**src/rtl/isa24_pkg.sv**
```systemverilog
// Shared definitions for the 24-bit instruction format: opcodes, field positions,
// loader error codes and loader FSM states.
package isa24_pkg;

   localparam logic [3:0] OP_HALT  = 4'd0;
   localparam logic [3:0] OP_ADD   = 4'd1;
   localparam logic [3:0] OP_MUL   = 4'd3;
   localparam logic [3:0] OP_LI    = 4'd4;
   localparam logic [3:0] OP_LOAD  = 4'd5;
   localparam logic [3:0] OP_STORE = 4'd6;
   localparam logic [3:0] OP_BEQ   = 4'd7;
   localparam logic [3:0] OP_JMP   = 4'd8;

   localparam int OP_MSB    = 23;
   localparam int OP_LSB    = 20;
   localparam int RS1_MSB   = 19;
   localparam int RS1_LSB   = 14;
   localparam int RS2_MSB   = 13;
   localparam int RS2_LSB   = 8;
   localparam int RD_MSB    = 7;
   localparam int RD_LSB    = 2;
   localparam int IMM8_MSB  = 7;
   localparam int IMM8_LSB  = 0;
   localparam int OFF20_MSB = 19;
   localparam int OFF20_LSB = 0;

   localparam logic [1:0] ERR_NONE      = 2'd0;
   localparam logic [1:0] ERR_BAD_OP    = 2'd1;
   localparam logic [1:0] ERR_IMM_RANGE = 2'd2;
   localparam logic [1:0] ERR_OVERFLOW  = 2'd3;

   typedef enum logic [1:0] {
      ST_IDLE = 2'd0,
      ST_RUN  = 2'd1,
      ST_DONE = 2'd2,
      ST_ERR  = 2'd3
   } state_t;

   // True when every bit from msb upward matches the sign bit, i.e. the value
   // survives truncation to an (msb+1)-bit signed field.
   function automatic logic imm_fits(input logic [23:0] imm, input int msb);
      logic ok;
      ok = 1'b1;
      for (int i = 0; i < 24; i++) begin
         if (i >= msb && imm[i] != imm[23]) ok = 1'b0;
      end
      return ok;
   endfunction

endpackage

```
**src/rtl/instr_encode24.sv**
```systemverilog
// Combinational packer from symbolic instruction fields to the 24-bit word,
// flagging unknown opcodes and immediates that do not fit their field.
module instr_encode24
   import isa24_pkg::*;
(
   input  logic [3:0]  opcode,
   input  logic [5:0]  rs1,
   input  logic [5:0]  rs2,
   input  logic [5:0]  rd,
   input  logic [23:0] imm,
   output logic [23:0] word,
   output logic        bad_op,
   output logic        imm_range
);

   always_comb begin
      word      = '0;
      bad_op    = 1'b0;
      imm_range = 1'b0;
      case (opcode)
         OP_HALT: word = '0;
         OP_ADD, OP_MUL: begin
            word[OP_MSB:OP_LSB]   = opcode;
            word[RS1_MSB:RS1_LSB] = rs1;
            word[RS2_MSB:RS2_LSB] = rs2;
            word[RD_MSB:RD_LSB]   = rd;
         end
         OP_LI, OP_LOAD, OP_STORE, OP_BEQ: begin
            word[OP_MSB:OP_LSB]     = opcode;
            word[RS1_MSB:RS1_LSB]   = rs1;
            word[RS2_MSB:RS2_LSB]   = rs2;
            word[IMM8_MSB:IMM8_LSB] = imm[7:0];
            imm_range               = !imm_fits(imm, 7);
         end
         OP_JMP: begin
            word[OP_MSB:OP_LSB]       = opcode;
            word[OFF20_MSB:OFF20_LSB] = imm[19:0];
            imm_range                 = !imm_fits(imm, 19);
         end
         default: bad_op = 1'b1;
      endcase
   end

endmodule

```
**src/rtl/program_loader24.sv**
```systemverilog
// Streams symbolic instructions in, encodes them and writes the words to
// consecutive instruction-memory addresses starting at a latched base address.
module program_loader24
   import isa24_pkg::*;
#(
   parameter int ADDR_W = 8,
   parameter int DEPTH  = 256
) (
   input  logic              clk,
   input  logic              rst,
   input  logic              start,
   input  logic [ADDR_W-1:0] base_addr,
   input  logic              in_valid,
   output logic              in_ready,
   input  logic [3:0]        in_opcode,
   input  logic [5:0]        in_rs1,
   input  logic [5:0]        in_rs2,
   input  logic [5:0]        in_rd,
   input  logic [23:0]       in_imm,
   input  logic              in_last,
   output logic              mem_we,
   output logic [ADDR_W-1:0] mem_addr,
   output logic [23:0]       mem_wdata,
   output logic              busy,
   output logic              done,
   output logic              err,
   output logic [1:0]        err_code,
   output logic [ADDR_W:0]   count
);

   state_t            state, state_next;
   logic [ADDR_W-1:0] ptr;
   logic [23:0]       enc_word;
   logic              enc_bad_op, enc_imm_range;
   logic              enc_fail, accept, load, at_end;

   instr_encode24 u_encode (
      .opcode    (in_opcode),
      .rs1       (in_rs1),
      .rs2       (in_rs2),
      .rd        (in_rd),
      .imm       (in_imm),
      .word      (enc_word),
      .bad_op    (enc_bad_op),
      .imm_range (enc_imm_range)
   );

   assign enc_fail = enc_bad_op | enc_imm_range;
   assign accept   = in_valid && in_ready;
   assign load     = start && (state == ST_IDLE || state == ST_ERR);
   assign at_end   = (ptr == ADDR_W'(DEPTH - 1));

   always_ff @(posedge clk or posedge rst) begin
      if (rst) state <= ST_IDLE;
      else     state <= state_next;
   end

   always_comb begin
      state_next = state;
      case (state)
         ST_IDLE: if (start) state_next = ST_RUN;
         ST_RUN: begin
            if (accept) begin
               if (enc_fail)     state_next = ST_ERR;
               else if (in_last) state_next = ST_DONE;
               else if (at_end)  state_next = ST_ERR;
            end
         end
         ST_DONE: state_next = ST_IDLE;
         ST_ERR:  if (start) state_next = ST_RUN;
         default: state_next = ST_IDLE;
      endcase
   end

   always_comb begin
      in_ready = (state == ST_RUN);
      busy     = (state != ST_IDLE);
      done     = (state == ST_DONE);
   end

   // Writes are registered one cycle behind the handshake; pointer and count
   // advance at the handshake so they are current when the write is visible.
   always_ff @(posedge clk or posedge rst) begin
      if (rst) begin
         ptr       <= '0;
         count     <= '0;
         err       <= 1'b0;
         err_code  <= ERR_NONE;
         mem_we    <= 1'b0;
         mem_addr  <= '0;
         mem_wdata <= '0;
      end else begin
         mem_we <= 1'b0;
         if (load) begin
            ptr      <= base_addr;
            count    <= '0;
            err      <= 1'b0;
            err_code <= ERR_NONE;
         end else if (accept) begin
            if (enc_fail) begin
               err      <= 1'b1;
               err_code <= enc_bad_op ? ERR_BAD_OP : ERR_IMM_RANGE;
            end else begin
               mem_we    <= 1'b1;
               mem_addr  <= ptr;
               mem_wdata <= enc_word;
               ptr       <= ptr + ADDR_W'(1);
               count     <= count + (ADDR_W + 1)'(1);
               if (!in_last && at_end) begin
                  err      <= 1'b1;
                  err_code <= ERR_OVERFLOW;
               end
            end
         end
      end
   end

endmodule

```
**config.mk**
```make
export PLATFORM = sky130hd
export DESIGN_NAME = program_loader24
export DESIGN_NICKNAME = d
export VERILOG_FILES = /design/src/rtl/isa24_pkg.sv /design/src/rtl/instr_encode24.sv /design/src/rtl/program_loader24.sv
export SDC_FILE = /design/constraint.sdc
export NUM_CORES = 1
export LEC_CHECK = 0
export CAP_MARGIN = 20
export CORE_UTILIZATION = 28
export CTS_CLUSTER_SIZE = 24
export DETAILED_ROUTE_END_ITERATION = 12
export PLACE_DENSITY = 0.59
export SETUP_SLACK_MARGIN = 0.02
export SLEW_MARGIN = 10
export SYNTH_ARGS = -nofsm -noshare
export SYNTH_HDL_FRONTEND = slang
export SYNTH_SLANG_ARGS = --single-unit
```
**constraint.sdc**
```tcl
create_clock -name clk -period 3.5 [get_ports clk]
set_clock_uncertainty 0.1 [all_clocks]
set_input_delay 0.875 -clock clk [delete_from_list [all_inputs] [get_ports clk]]
set_output_delay 0.875 -clock clk [all_outputs]
set_load 0.05 [all_outputs]
```
==> results.ini, run 1 <==
[run_status]
status = completed

[worst_setup_path]
worstSetupPathDepth = 3
critPathLaunch = state[1]
crit_end = in_ready
crit_chain = inv_1 -> ha_1 -> clkdlybuf4s50_1
worst_setup_path_start_kind = flip-flop
arrival_ns = 1.95
cp_slowest_cell = clkdlybuf4s50_1
crit_family = buffers and inverters
r2r-start = state[1]
crit_path_max_fanout = 8
r2r_end = count[4]
ff2ff_path_depth = 7
worst_setup_path_end_kind = output port
path_buf_inv = 2
ff2ff_setup_slack_ns = 0.98
required_ns = 2.52
slowest_delay_ns = 0.86
worstSetupPathType = flip-flop to output port

[flow_run]
drv_cap = 0

[die]
fp.dieH_microns = 108
dieArea_sq_um = 11700
io_pins = 107
die_w_microns = 108
num_rows = 38
initial_core_util_pct = 28.9
core_area_sq_um = 10900

[global_routing]
grt_pass1_vias = 2849
grt_pass1_wl_mm = 14.5
grt_use_total_pct = 15.7
antenna_found_initial = 0
grt_start_max_net_pins = 56
grt-ovfl-total = 0

[yosys]
ys_warn_count = 0
avgSynthCellArea_sq_um = 10.9
ys_seq_area_share_pct = 43.5
synth_cell_types = 50
synth_flop_cell = dfrtp_1
synth_top_cells_by_area = dfrtp_1, mux2_4, a22o_1
async_flop_share_pct = 100
synth_cells = 291
yosysTopAreaCell = dfrtp_1
synth.most_common_cell = dfrtp_1
synth_edf_count = 0
syn_area_sq_um = 3160
synth_top_cell_area_share_pct = 43.5
ys_ff_latch = 55
ys_top_cells_by_count = dfrtp_1, mux2_4, nand2_1
synthesis.nets = 355

[routing]
post-route-drc-count = 0
drt_first_pass_iters = 4
first_iter_violations = 166
finalWirelength_mm = 9.00
detail_route.vias_per_cell = 5.32
ant_nets = 0
wl_per_cell_microns = 16.7
vias = 2860

[sta]
max_freq_mhz = 342
period_share_pct = 83.6
hold_viol = 0
slew-limit-headroom_pct = 42.3
rsz0062_at_grt = no
period_needed_ns = 2.93
setup_viol = 0
setup_tns_ns = 0
tightest_slew_ns = 0.866
final_max_slew_viol_count = 0

[clock_network]
clkTransAtPathRegs_ns = 0.08
clk_latency_ns = 0.29
cts-htree-levels = 2
cts_tree = yes
clockRootBuffer = clkbuf_16
cts_sinks = 55
cts_resized = 0
cts_setup_buffers = 0
cts_hold_buf = 0
cts_buffer_depth = 2
cts_buffers = 5

[layout]
instances_no_fill = 538
final_util_pct = 41.6
final_nets = 461
area_delta_synth_final_pct = 43.7
n_fill_cell = 1069
drive_gt1_share_pct = 15.1
fin_area_sq_um = 4540
diodes = 0

[pwr]
total_leakage_power_nw = 1.84
power.switching_mw = 1.64
power_density_nw_per_um2 = 802
pwr-share-clk_pct = 15.7
internal-power_mw = 2.01
power_mw = 3.65
seq_power_share_pct = 29.4
switching_share_pct = 45.0
pwr-share-comb_pct = 54.8
ir_drop_mv = 0.428

[placed_design]
io_buffer_count = 106
gp_congestion = 0.795
hpwl_mm = 6.39
place_inst = 530
place_area_sq_um = 4380

[worst_hold_path]
hold_class = flip-flop to flip-flop

-- worst min path at each step --
stage | from | endpoint | slack (ns) | cells after the start
detailed placement | mem_wdata[13] | mem_wdata[13] | 0.40 | 1
global route | mem_wdata[3] | mem_wdata[3] | 0.43 | 1
finish | mem_wdata[3] | mem_wdata[3] | 0.41 | 1
global placement | mem_wdata[9] | mem_wdata[9] | 0.40 | 1
floorplan | ptr[7] | mem_addr[7] | 0.42 | 1
CTS | mem_addr[1] | mem_addr[1] | 0.42 | 1
-- worst register-to-register path, stage by stage, from the launching register on --
cell and delay (ns):
dfrtp_1 0.41, inv_1 0.09, ha_1 0.30, and2_1 0.30
and3_1 0.44, nand4_1 0.18, o311ai_0 0.40, o31ai_1 0.16
-- cells by family after synthesis --
kind of cell | count (synthesis) | share of synthesized area, %
compound gates | 73 | 17.7
fa+ha+maj | 5 | 1.98
buf+inv | 28 | 4.55
flops | 55 | 43.5
mux | 33 | 14.7
simple gates | 97 | 17.6
-- metal layers --
metal,part of all wire (%),wire length [microns],track usage (%),vias to the layer above
li1,-,-,-,1316
met1,47,4230,21.8,1419
met2,46,4110,25.8,117
met3,6.7,602,2.71,8
met4,0.72,65,3.28,0
met5,0,0,0,-
-- power groups by stage --
stage | clock (mW) | sequential, mW | combinational [mW]
global placement | 0 | 1.08 | 1.98
floorplan | 0 | 1.70 | 0.716
detailed placement | 0 | 1.08 | 2.00
CTS | 0.590 | 1.07 | 2.01
global route | 0.615 | 1.11 | 2.12
finish | 0.574 | 1.07 | 2.00
-- sequential cells by signal, indices dropped and copies added (netlist names) --
signal	flops
ptr	8
err_code	2
mem_addr	8
mem_wdata	24
mem_we	1
count	9
state	2
err	1
-- cell type report --
cell class                 count  area [sq um]  area share (%)
tap                          140           175            3.85
multi-input combinational    208          1640            36.1
timing repair buffer         114          1130            24.9
clock inverter                 3          43.8           0.964
clock buffer                   5           125            2.75
inverter                      13          48.8            1.07
sequential                    55          1380            30.3
-- per-stage QoR --
step,setup WS (ns),hold WS [ns]
global placement,0.320,0.399
global route,0.472,0.430
CTS,0.550,0.417
finish,0.575,0.413
detailed placement,0.260,0.395
floorplan,0.906,0.419
-- cell usage in the layout, fill, tap and decap left out, drive strengths merged, types with 2 or more instances in the layout --
master,instances
mux2,29
and3,5
o31a,2
a21oi,6
ha,5
a31o,4
o211ai,2
nand4,7
nand2,24
o31ai,12
o311ai,2
a22o,16
clkbuf,5
and2,2
nand2b,4
nand3,4
o21ai,7
nor4,10
or4,10
o2111ai,2
a31oi,11
nor3,5
dfrtp,55
buf,8
nor2b,3
clkdlybuf4s50,106
nor2,18
mux2i,4
clkinv,2
a211o,2
inv,13
Power figures use the tool's default switching activity.
==> run 2: changes to the inputs <==
==> constraint.sdc (replaced) <==
create_clock -name clk -period 2.85 [get_ports clk]
set_clock_uncertainty 0.1 [all_clocks]
set_input_delay 0.7125 -clock clk [delete_from_list [all_inputs] [get_ports clk]]
set_output_delay 0.7125 -clock clk [all_outputs]
set_load 0.05 [all_outputs]
==> results.ini, run 2 (synthesized netlist as in run 1, its figures left out) <==
[worst_setup_path]
worstSetupPathType = primary input to flip-flop
crit_chain = clkdlybuf4s50_1 -> nor4_1 -> and3_1 -> nor3_2 -> nor4_4 -> buf_4 -> mux2_2
crit_path_max_fanout = 9  ; +1
arrival_ns = 2.76  ; +0.81 ns
required_ns = 2.93  ; +0.41 ns
slowest_delay_ns = 0.46  ; -0.40 ns
worst_setup_path_end_kind = flip-flop
cp_slowest_cell = clkdlybuf4s50_1
worst_setup_path_start_kind = primary input
crit_family = simple AND/OR/NAND/NOR gates
path_buf_inv = 2  ; unchanged

[clock_network]
cts-htree-levels = 2  ; unchanged
cts_buffer_depth = 2  ; unchanged
cts_buffers = 5  ; unchanged
clockRootBuffer = clkbuf_16
cts_sinks = 55  ; unchanged
clkTransAtPathRegs_ns = 0.07  ; about the same
cts_tree = yes
cts_hold_buf = 0  ; unchanged
clk_latency_ns = 0.29  ; about the same

[die]
fp.dieH_microns = 108  ; unchanged
num_rows = 38  ; unchanged
core_area_sq_um = 10900  ; unchanged
dieArea_sq_um = 11700  ; unchanged
initial_core_util_pct = 28.9  ; unchanged
io_pins = 107  ; unchanged
die_w_microns = 108  ; unchanged

[routing]
drt_first_pass_iters = 4  ; unchanged
finalWirelength_mm = 9.00  ; about the same
post-route-drc-count = 0  ; unchanged
wl_per_cell_microns = 16.1  ; -3.8%
detail_route.vias_per_cell = 5.05  ; -5.0%
ant_nets = 0  ; unchanged
vias = 2823  ; -1.3%
first_iter_violations = 98  ; -41%

[pwr]
ir_drop_mv = 0.556  ; +30%
total_leakage_power_nw = 1.95  ; +5.7%
power_density_nw_per_um2 = 948  ; +18%
power_mw = 4.45  ; +22%

[layout]
instances_no_fill = 559  ; +3.9%
fin_area_sq_um = 4690  ; +3.3%
final_util_pct = 42.9  ; +1.4 points
final_cell_mix = clkdlybuf4s50_1, dfrtp_1, buf_4
reg.largest.list = mem_wdata: 24 flops, count: 9 flops
diodes = 0  ; unchanged
area_delta_synth_final_pct = 48.5
final_nets = 482  ; +4.6%
drive_gt1_share_pct = 19.3  ; +4.3 points
n_fill_cell = 1046  ; -2.2%
final_common_cell = clkdlybuf4s50_1
largest_reg_flops = 24  ; unchanged
regMostFlops = mem_wdata

[sta]
setup_tns_ns = 0  ; unchanged
max_freq_mhz = 374
hold_viol = 0  ; unchanged
hold_slack_ns = 0.416  ; +0.00346 ns
slew-limit-headroom_pct = 57.5  ; +15 points
rsz0062_at_grt = no
tightest_slew_ns = 0.637  ; -0.229 ns
setup_ws_ns = 0.173  ; -0.402 ns
period_share_pct = 93.9
final_max_slew_viol_count = 0  ; unchanged
setup_viol = 0  ; unchanged
period_needed_ns = 2.68

[placed_design]
place_inst = 551  ; +4.0%
dpl_worst_slack_ns = -0.200  ; -0.459 ns
io_buffer_count = 106  ; unchanged
place_area_sq_um = 4530  ; +3.6%
hpwl_mm = 6.66  ; +4.2%
gp_congestion = 0.811  ; +2.1%

[run_status]
status = completed

[global_routing]
grt_pass1_wl_mm = 14.3  ; -1.2%
grt_use_total_pct = 15.6  ; -0.11 points
grt_pass1_vias = 2822  ; -0.95%
grt-ovfl-total = 0  ; unchanged
antenna_found_initial = 0  ; unchanged
grt_start_max_net_pins = 36  ; -36%

[flow_run]
drv_cap = 0  ; unchanged

[worst_hold_path]
hold_class = flip-flop to flip-flop

==> run 2: what timing repair did <==
item                                    4_1_cts  5_1_grt
endpoints found under the setup margin        0       13
gates resized for setup                       0        2
setup buffers                                 0        0
==> run 2: path summary, 6_finish.rpt <==
| check | depth (start not counted) | slack [ns] | end | startpoint |
|---|---|---|---|---|
| hold / removal | 1 | 0.42 | mem_wdata[8] | mem_wdata[8] |
| setup / recovery | 7 | 0.17 | mem_addr[4] | in_imm[10] |
| setup reg to reg | 7 | 0.47 | ptr[7] | state[1] |
| max in group asynchronous | 3 | 1.42 | ptr[1] | rst |
| hold reg to reg | 1 | 0.42 | mem_wdata[8] | mem_wdata[8] |
| min in group asynchronous | 2 | 0.66 | mem_wdata[4] | rst |
==> run 2: layout make-up <==
class,instances,area [sq um],area share (%)
Timing Repair Buffer,135,1300,27.6
Clock buffer,6,139,2.96
Multi-Input combinational cell,208,1640,35.0
Inverter,13,48.8,1.04
Clock inverter,2,16.3,0.346
Tap cell,140,175,3.73
Sequential cell,55,1380,29.3
==> run 2: metal layers <==
layer  vias to the layer above  GRT usage (%)  share of wire (%)
li1                       1354              -                  -
met1                      1365           22.3                 48
met2                        99           24.9                 45
met3                         5           2.77                6.4
met4                         0           2.90               0.49
met5                         -              0                  0
==> run 2: worst reg2reg max path: cells and delay by family (launching register included) <==
kind,cells,cell delay [ns]
DFF,1,0.41
and+or+nand+nor,4,1.23
AOI/OAI and AO/OA,1,0.18
buffers and inverters,1,0.09
adders and majority gates,1,0.29
==> run 2: power by group <==
group          leakage [nW]  switching (mW)  internal [mW]
registers             0.699           0.234           1.08
logic                  1.17            1.49          0.996
clock network        0.0731           0.291          0.352
total                  1.95            2.02           2.43
